### src/rtl/uart_frame_decoder.sv
// uart_frame_decoder: reassembles two-byte inverter commands from uart_rx into a
// 12-bit sine index and 4-bit id, and flags id match, byte errors, inter-byte
// timeouts and loss of link.
module uart_frame_decoder #(
   parameter logic [3:0]  MODULE_ID    = 4'd1,
   parameter int unsigned BYTE_TIMEOUT = 1200,
   parameter int unsigned LINK_TIMEOUT = 240000
) (
   input  logic        clk,
   input  logic        reset,
   input  logic [7:0]  data_received,
   input  logic        rx_done,
   input  logic        parity_error,
   output logic [11:0] sin_index,
   output logic [3:0]  uart_id,
   output logic        frame_valid,
   output logic        id_match,
   output logic        frame_err,
   output logic [7:0]  err_count,
   output logic        link_ok
);

   localparam int unsigned GAP_W  = $clog2(BYTE_TIMEOUT) + 1;
   localparam int unsigned LINK_W = $clog2(LINK_TIMEOUT) + 1;
   localparam logic [GAP_W-1:0]  GAP_LAST = GAP_W'(BYTE_TIMEOUT - 1);
   localparam logic [LINK_W-1:0] LINK_MAX = LINK_W'(LINK_TIMEOUT);

   typedef enum logic {
      WAIT_HI = 1'b0,
      WAIT_LO = 1'b1
   } state_t;

   state_t            state_q, state_d;
   logic [7:0]        hi_byte_q, hi_byte_d;
   logic [GAP_W-1:0]  gap_cnt_q, gap_cnt_d;
   logic [LINK_W-1:0] link_cnt_q, link_cnt_d;
   logic [11:0]       sin_index_q, sin_index_d;
   logic [3:0]        uart_id_q, uart_id_d;
   logic              id_match_q, id_match_d;
   logic              frame_valid_q, frame_valid_d;
   logic              frame_err_q, frame_err_d;
   logic [7:0]        err_count_q, err_count_d;
   logic              link_ok_q, link_ok_d;

   // Frame FSM: byte pairing, gap timeout, and capture of good frames.
   always_comb begin
      state_d       = state_q;
      hi_byte_d     = hi_byte_q;
      gap_cnt_d     = gap_cnt_q;
      sin_index_d   = sin_index_q;
      uart_id_d     = uart_id_q;
      id_match_d    = id_match_q;
      frame_valid_d = 1'b0;
      frame_err_d   = 1'b0;
      case (state_q)
         WAIT_HI: begin
            gap_cnt_d = '0;
            if (rx_done) begin
               if (parity_error) begin
                  frame_err_d = 1'b1;
               end else begin
                  hi_byte_d = data_received;
                  state_d   = WAIT_LO;
               end
            end
         end
         WAIT_LO: begin
            // A byte arriving on the timeout cycle takes priority over the timeout.
            if (rx_done) begin
               state_d   = WAIT_HI;
               gap_cnt_d = '0;
               if (parity_error) begin
                  frame_err_d = 1'b1;
               end else begin
                  sin_index_d   = {hi_byte_q, data_received[7:4]};
                  uart_id_d     = data_received[3:0];
                  id_match_d    = (data_received[3:0] == MODULE_ID) ||
                                  (data_received[3:0] == 4'hF);
                  frame_valid_d = 1'b1;
               end
            end else if (gap_cnt_q == GAP_LAST) begin
               frame_err_d = 1'b1;
               state_d     = WAIT_HI;
               gap_cnt_d   = '0;
            end else begin
               gap_cnt_d = gap_cnt_q + 1'b1;
            end
         end
         default: state_d = WAIT_HI;
      endcase
   end

   // Saturating error counter and link watchdog.
   always_comb begin
      err_count_d = err_count_q;
      link_cnt_d  = link_cnt_q;
      link_ok_d   = link_ok_q;
      if (frame_err_d && (err_count_q != 8'hFF)) begin
         err_count_d = err_count_q + 8'd1;
      end
      if (frame_valid_d) begin
         link_cnt_d = '0;
         link_ok_d  = 1'b1;
      end else begin
         if (link_cnt_q != LINK_MAX) begin
            link_cnt_d = link_cnt_q + 1'b1;
         end
         if (link_cnt_d == LINK_MAX) begin
            link_ok_d = 1'b0;
         end
      end
   end

   // State and output registers, cleared asynchronously.
   always_ff @(posedge clk or negedge reset) begin
      if (!reset) begin
         state_q       <= WAIT_HI;
         hi_byte_q     <= '0;
         gap_cnt_q     <= '0;
         link_cnt_q    <= '0;
         sin_index_q   <= '0;
         uart_id_q     <= '0;
         id_match_q    <= 1'b0;
         frame_valid_q <= 1'b0;
         frame_err_q   <= 1'b0;
         err_count_q   <= '0;
         link_ok_q     <= 1'b0;
      end else begin
         state_q       <= state_d;
         hi_byte_q     <= hi_byte_d;
         gap_cnt_q     <= gap_cnt_d;
         link_cnt_q    <= link_cnt_d;
         sin_index_q   <= sin_index_d;
         uart_id_q     <= uart_id_d;
         id_match_q    <= id_match_d;
         frame_valid_q <= frame_valid_d;
         frame_err_q   <= frame_err_d;
         err_count_q   <= err_count_d;
         link_ok_q     <= link_ok_d;
      end
   end

   assign sin_index   = sin_index_q;
   assign uart_id     = uart_id_q;
   assign id_match    = id_match_q;
   assign frame_valid = frame_valid_q;
   assign frame_err   = frame_err_q;
   assign err_count   = err_count_q;
   assign link_ok     = link_ok_q;

endmodule

### config.mk
export PLATFORM = sky130hd
export DESIGN_NAME = uart_frame_decoder
export DESIGN_NICKNAME = d
export VERILOG_FILES = /design/src/rtl/uart_frame_decoder.sv
export SDC_FILE = /design/constraint.sdc
export NUM_CORES = 1
export LEC_CHECK = 0
export ABC_AREA = 1
export ABC_CLOCK_PERIOD_IN_PS = 1930
export BUFFER_PORTS_ARGS = -buffer_cell sky130_fd_sc_hd__buf_2
export CAP_MARGIN = 10
export CORE_MARGIN = 2
export CORE_UTILIZATION = 55
export CTS_BUF_LIST = sky130_fd_sc_hd__clkbuf_16
export DETAILED_ROUTE_END_ITERATION = 8
export MAX_ROUTING_LAYER = met4
export PLACE_DENSITY = 0.88
export SLEW_MARGIN = 10
export SYNTH_ARGS = -nofsm -noshare
export SYNTH_HDL_FRONTEND = slang
export SYNTH_SLANG_ARGS = --single-unit
### constraint.sdc
create_clock -name clk -period 1.93 [get_ports clk]
set_clock_uncertainty 0.1 [all_clocks]
set_input_delay 0 -clock clk [delete_from_list [all_inputs] [get_ports clk]]
set_output_delay 0 -clock clk [all_outputs]
set_load 0.01 [all_outputs]
* Word level (Yosys, flattened, before mapping) *
Index checks and enable logic that the tools add are counted.
W data, S select, Z words.

word-level totals
  register bits = 68
  input bits = 12
  output and inout bits = 28
  word-level logic and storage cells = 46

operators by class
  add/subtract/negate cells = 3
  equal/unequal tests = 6
  multiplexer cells = 19
  bitwise operators = 2
  reduce and logical (&&, ||, !) cells = 5

operators with widths
  operator                 count
  $mux W19                 3
  $mux W12                 2
  $pmux W12 S2             1
  $add A19 B1 Y19 const B  1
  $eq A19 B18 Y1 const B   1
  $ne A19 B18 Y1 const B   1
  $add A12 B1 Y12 const B  1
  $eq A12 B11 Y1 const B   1
  $mux W1                  11
  $add A8 B1 Y8 const B    1
  $ne A8 B8 Y1 const B     1
  $reduce_and A3 Y1        2
  $eq A4 B1 Y1 const B     1
  $eq A4 B4 Y1 const B     1
  $pmux W1 S2              2
  $not A1 Y1               2
  $reduce_bool A2 Y1       1
  $logic_and A1 B1 Y1      1
  $logic_or A1 B1 Y1       1

* Longest topological paths before layout *
  depth in word-level cells = 7
  mapped depth = 14
  mapped depth without buffers = 14

* Worst setup path before layout *
Ideal clock, no wire load.

  path type = flip-flop to flip-flop
  start = register link_cnt_q[0]
  end = register link_ok_q, in the netlist link_ok
  setup time = 130 ps
  arrival = 1,542 ps
  required time = 1,700 ps
  path slack = 159 ps
  cell stages (with the launch flop) = 12
  buffers on the path = 0
  period minus slack after synthesis = 1,771 ps
  path through = dfrtp_1 ha_1 nand3_1 nor2_4 and2_1 nand3b_1 nand2_1 nand2_1 nor2_1 nand3_1 nand2_1 nand2_1

between the ends
  word-level cells in the longest chain between the ends = 5
  elaborated cells on any way between the ends = 6
  classes of those cells = add/sub (1); eq/ne (2); mux (2); reduce/logical (1)

RTL lines
  what                                               RTL line  RTL
  from (decl)                                        36        logic [LINK_W-1:0] link_cnt_q, link_cnt_d;
  from (signal assigned)                             132       link_cnt_q <= link_cnt_d;
  $add A19 B1 Y19 or $ne A19 B18 Y1 (tied branches)  106, 105
  $mux W19 *                                         105       if (link_cnt_q != LINK_MAX) begin
  $mux W19 *                                         101       if (frame_valid_d) begin
  $eq A19 B18 Y1 *                                   108       if (link_cnt_d == LINK_MAX) begin
  $reduce_bool A2 Y1 (no line) *                     --
  to (signal assigned)                               139       link_ok_q <= link_ok_d;
  to (decl)                                          43        logic link_ok_q, link_ok_d;

Mark *: on every way between the ends. The rest lies on a longest branch, timed or not. The select of a mux whose other input is x is not followed.
A chain may end at the register's enable or synchronous reset.

* Final worst setup path *
  start = register gap_cnt_q[0]
  end = register err_count_q[5], in the netlist err_count[5]

between the ends
  word-level cells in the longest chain between the ends = 5

RTL lines
  what                    RTL line  RTL
  from (decl)             35        logic [GAP_W-1:0] gap_cnt_q, gap_cnt_d;
  from (signal assigned)  131       gap_cnt_q <= gap_cnt_d;
  $eq A12 B11 Y1          81        end else if (gap_cnt_q == GAP_LAST) begin
  $mux W1                 81
  $mux W1                 69        if (rx_done) begin
  $pmux W1 S2             55        case (state_q)
  named net frame_err_d   41        logic frame_err_q, frame_err_d;
  $logic_and A1 B1 Y1     98        if (frame_err_d && (err_count_q != 8'hFF)) begin
  to (signal assigned)    138       err_count_q <= err_count_d;
  to (decl)               42        logic [7:0] err_count_q, err_count_d;

The timed path passes the listed nets, and every way through them passes these cells.

==> results.py <==
metrics = {
    "layout": {
        "fin_area_um2": 4300,
        "num-nets-final": 520,
        "drive_gt1_share_pct": 20.4,
        "final_util_pct": 72.2,
        "syn_to_final_growth_pct": 26.2,
        "fin_cells": 584,
        "diodes": 0,
    },
    "power": {
        "power.share.combinational_pct": 23.6,
        "seq_power_share_pct": 41.8,
        "p_sw_share_pct": 34.1,
        "clkPwrFrac_pct": 34.6,
        "report.power.total_mw": 4.74,
        "power_leakage_nw": 2.09,
        "ir_drop_uv": 1260,
        "p_int_mw": 3.12,
        "switchingPower_mw": 1.62,
        "cellPowerDensity_nw_per_um2": 1100,
    },
    "grt": {
        "grt.total_usage_pct": 30.0,
        "grt_max_degree": 69,
        "grt_pass1_vias": 3144,
        "grt_pass1_wl_um": 14600,
        "antenna_found_initial": 0,
        "grt_overflow": 0,
    },
    "place": {
        "place_ws_ps": 28.3,
        "portBuffers": 39,
        "dp_hpwl_um": 5430,
        "dpl-instance-area_um2": 3760,
        "dpl.cell_count": 555,
        "gp_congestion": 0.947,
    },
    "hold_path": {
        "hold_path_class": "input port to async pin",
    },
    "worst_setup_path": {
        "crit_arrival_ps": 1980,
        "worst-path-max-fanout": 9,
        "criticalPathCategory": "register to register",
        "crit_required_ps": 2070,
        "max_stage_delay_ps": 380,
        "cpMostUsedCell": "nand2_1",
        "crit_slowest_cell": "dfrtp_1",
        "end_kind": "register",
        "crit_chain": "ha_2 > nand3_2 > nor3_4 > nand2_1 > o22ai_4 > nand2_4 > inv_4 > nand2_1 > o21ai_1",
        "crit_family": "simple AND/OR/NAND/NOR gates",
        "critPathBufInv": 1,
        "cp-start-kind": "register",
    },
    "routing": {
        "viasPerCell": 5.69,
        "num_vias": 3323,
        "dr.pass1.iters": 5,
        "drtIter0Drc": 441,
        "wire_per_inst_um": 16.0,
        "ant_nets": 0,
        "drt-total-wl_um": 9350,
        "drc": 0,
    },
    "clock_tree": {
        "clock-sinks": 68,
        "cts-root-buf": "clkbuf_16",
        "htreeDepth": 3,
        "clockBufferDepth": 2,
        "cts_buffers": 9,
        "clk_latency_ps": 330,
        "cts_tree": "built",
        "cts.reportedPaths.clkPinSlew_ps": 60,
    },
    "synth": {
        "synth_cell_types": 28,
        "synth_nets": 455,
        "ys_top_cells_by_count": "nand2_1, dfrtp_1, nor2_1",
        "synth_area_um2": 3410,
        "synth_edf_count": 0,
        "synth_top_cell_by_area": "dfrtp_1",
        "synthFlopType": "dfrtp_1",
        "synth_top_area_share_pct": 49.9,
        "ys_async_sr_fraction_pct": 100,
        "ys_seq_area_share_pct": 49.9,
        "synth_area_leaders": "dfrtp_1, nand2_1, nor2_1",
        "yosysWarnings": 0,
        "synth_cells": 439,
        "ys_ff_latch": 68,
        "synth_most_common_cell": "nand2_1",
        "synth.avg_cell_area_um2": 7.77,
    },
    "timing": {
        "timing.final.crit_period_ps": 1840,
        "setup_tns_ps": 0,
        "hold_ws_ps": 136,
        "fin_crit_sh_pct": 95.3,
        "fin_ws_ps": 90.6,
        "final_max_slew_viol_count": 0,
        "fmax_mhz": 544,
        "worst_pin_slew_ps": 604,
        "finalHoldViolations": 0,
        "finalSetupViolCount": 0,
        "relSlewSlack_pct": 59.6,
    },
    "floorplanning": {
        "fp.dieH_um": 82.8,
        "ios": 40,
        "die_w_um": 82.8,
        "die_area_um2": 6850,
        "core_um2": 5960,
        "start_util_pct": 57.3,
        "row_count": 28,
    },
    "run_status": {
        "status": "finished clean",
    },
    "run": {
        "max_cap_viol_count": 0,
    },
}
## power by group through the flow
stage / Clock, mW / Sequential [mW] / Combinational, mW
final: 1.64 / 1.98 / 1.12
after global routing: 1.70 / 2.01 / 1.23
after CTS: 1.62 / 1.93 / 0.994
after detailed placement: 0 / 1.94 / 0.966
after global placement: 0 / 1.93 / 0.929
after floorplan: 0 / 1.96 / 0.550
## worst reg2reg max path, stage by stage, from the launching register on
cell     delay [ps]
dfrtp_1         380
ha_2            220
nand3_2         130
nor3_4          200
nand2_1         120
o22ai_4         160
nand2_4         130
inv_4           110
nand2_1          70
o21ai_1         120
## layer usage
layer | GRT usage [%] | routed length [µm]
met5 | - | 0
met4 | 14.6 | 399
met3 | 7.39 | 634
met2 | 46.5 | 4560
met1 | 36.8 | 3760
## repair_timing
action | in CTS | in global routing
pin swaps | 0 | 11
gates resized for setup | 1 | 31
endpoints found under the hold margin | 86 | 0
hold buffers | 11 | 0
endpoints found under the setup margin | 1 | 9
buffers inserted | 0 | 2
## registers in the layout, indices dropped and copies added, names as in the netlist
name and cells:
uart_id 4, frame_err 1, link_cnt_q 19, state_q 1, frame_valid 1, link_ok 1, hi_byte_q 8, err_count 8
id_match 1, sin_index 12, gap_cnt_q 12
## cell usage in the layout, fill, tap and decap left out, drive strengths merged
| cell type | instances |
|---|---|
| o21bai | 2 |
| and2 | 2 |
| nor4 | 2 |
| xnor2 | 4 |
| inv | 50 |
| xor2 | 6 |
| buf | 49 |
| ha | 4 |
| nand3 | 28 |
| nor2 | 63 |
| clkinv | 4 |
| a21oi | 17 |
| o22ai | 1 |
| dlygate4sd3 | 11 |
| o21ai | 27 |
| clkbuf | 9 |
| nand2 | 138 |
| nor3 | 9 |
| o41ai | 1 |
| nand4 | 11 |
| dfrtp | 68 |
| bufinv | 1 |
| clkinvlp | 1 |
| nand3b | 1 |
## final timing paths
| kind | startpoint | endpoint | slack, ps | depth (start not counted) |
|---|---|---|---|---|
| setup / recovery | gap_cnt_q[0] | err_count[5] | 90 | 9 |
| hold / removal | reset | link_cnt_q[13] | 140 | 3 |
| setup reg to reg | gap_cnt_q[0] | err_count[5] | 90 | 9 |
| hold reg to reg | gap_cnt_q[0] | gap_cnt_q[0] | 380 | 1 |
| max in group asynchronous | reset | link_cnt_q[1] | 1290 | 3 |
| min in group clk | gap_cnt_q[0] | gap_cnt_q[0] | 380 | 1 |
## cells by family after synthesis
kind of cell | Yosys count | share of synthesized area (%)
AOI/OAI and AO/OA | 48 | 7.52
xor gates and xnor gates | 10 | 2.57
DFF | 68 | 49.9
and+or+nand+nor | 254 | 32.5
buffers and inverters | 55 | 6.09
adders and majority gates | 4 | 1.47
## final cells by class
class	count	area [µm²]
inverter	49	189
sequential	68	1710
tap	75	93.8
multi-input combinational	316	1610
clock buffer	9	225
timing repair buffer	60	405
fill	395	1650
clock inverter	7	68.8
(Power assumes the default switching activity.)
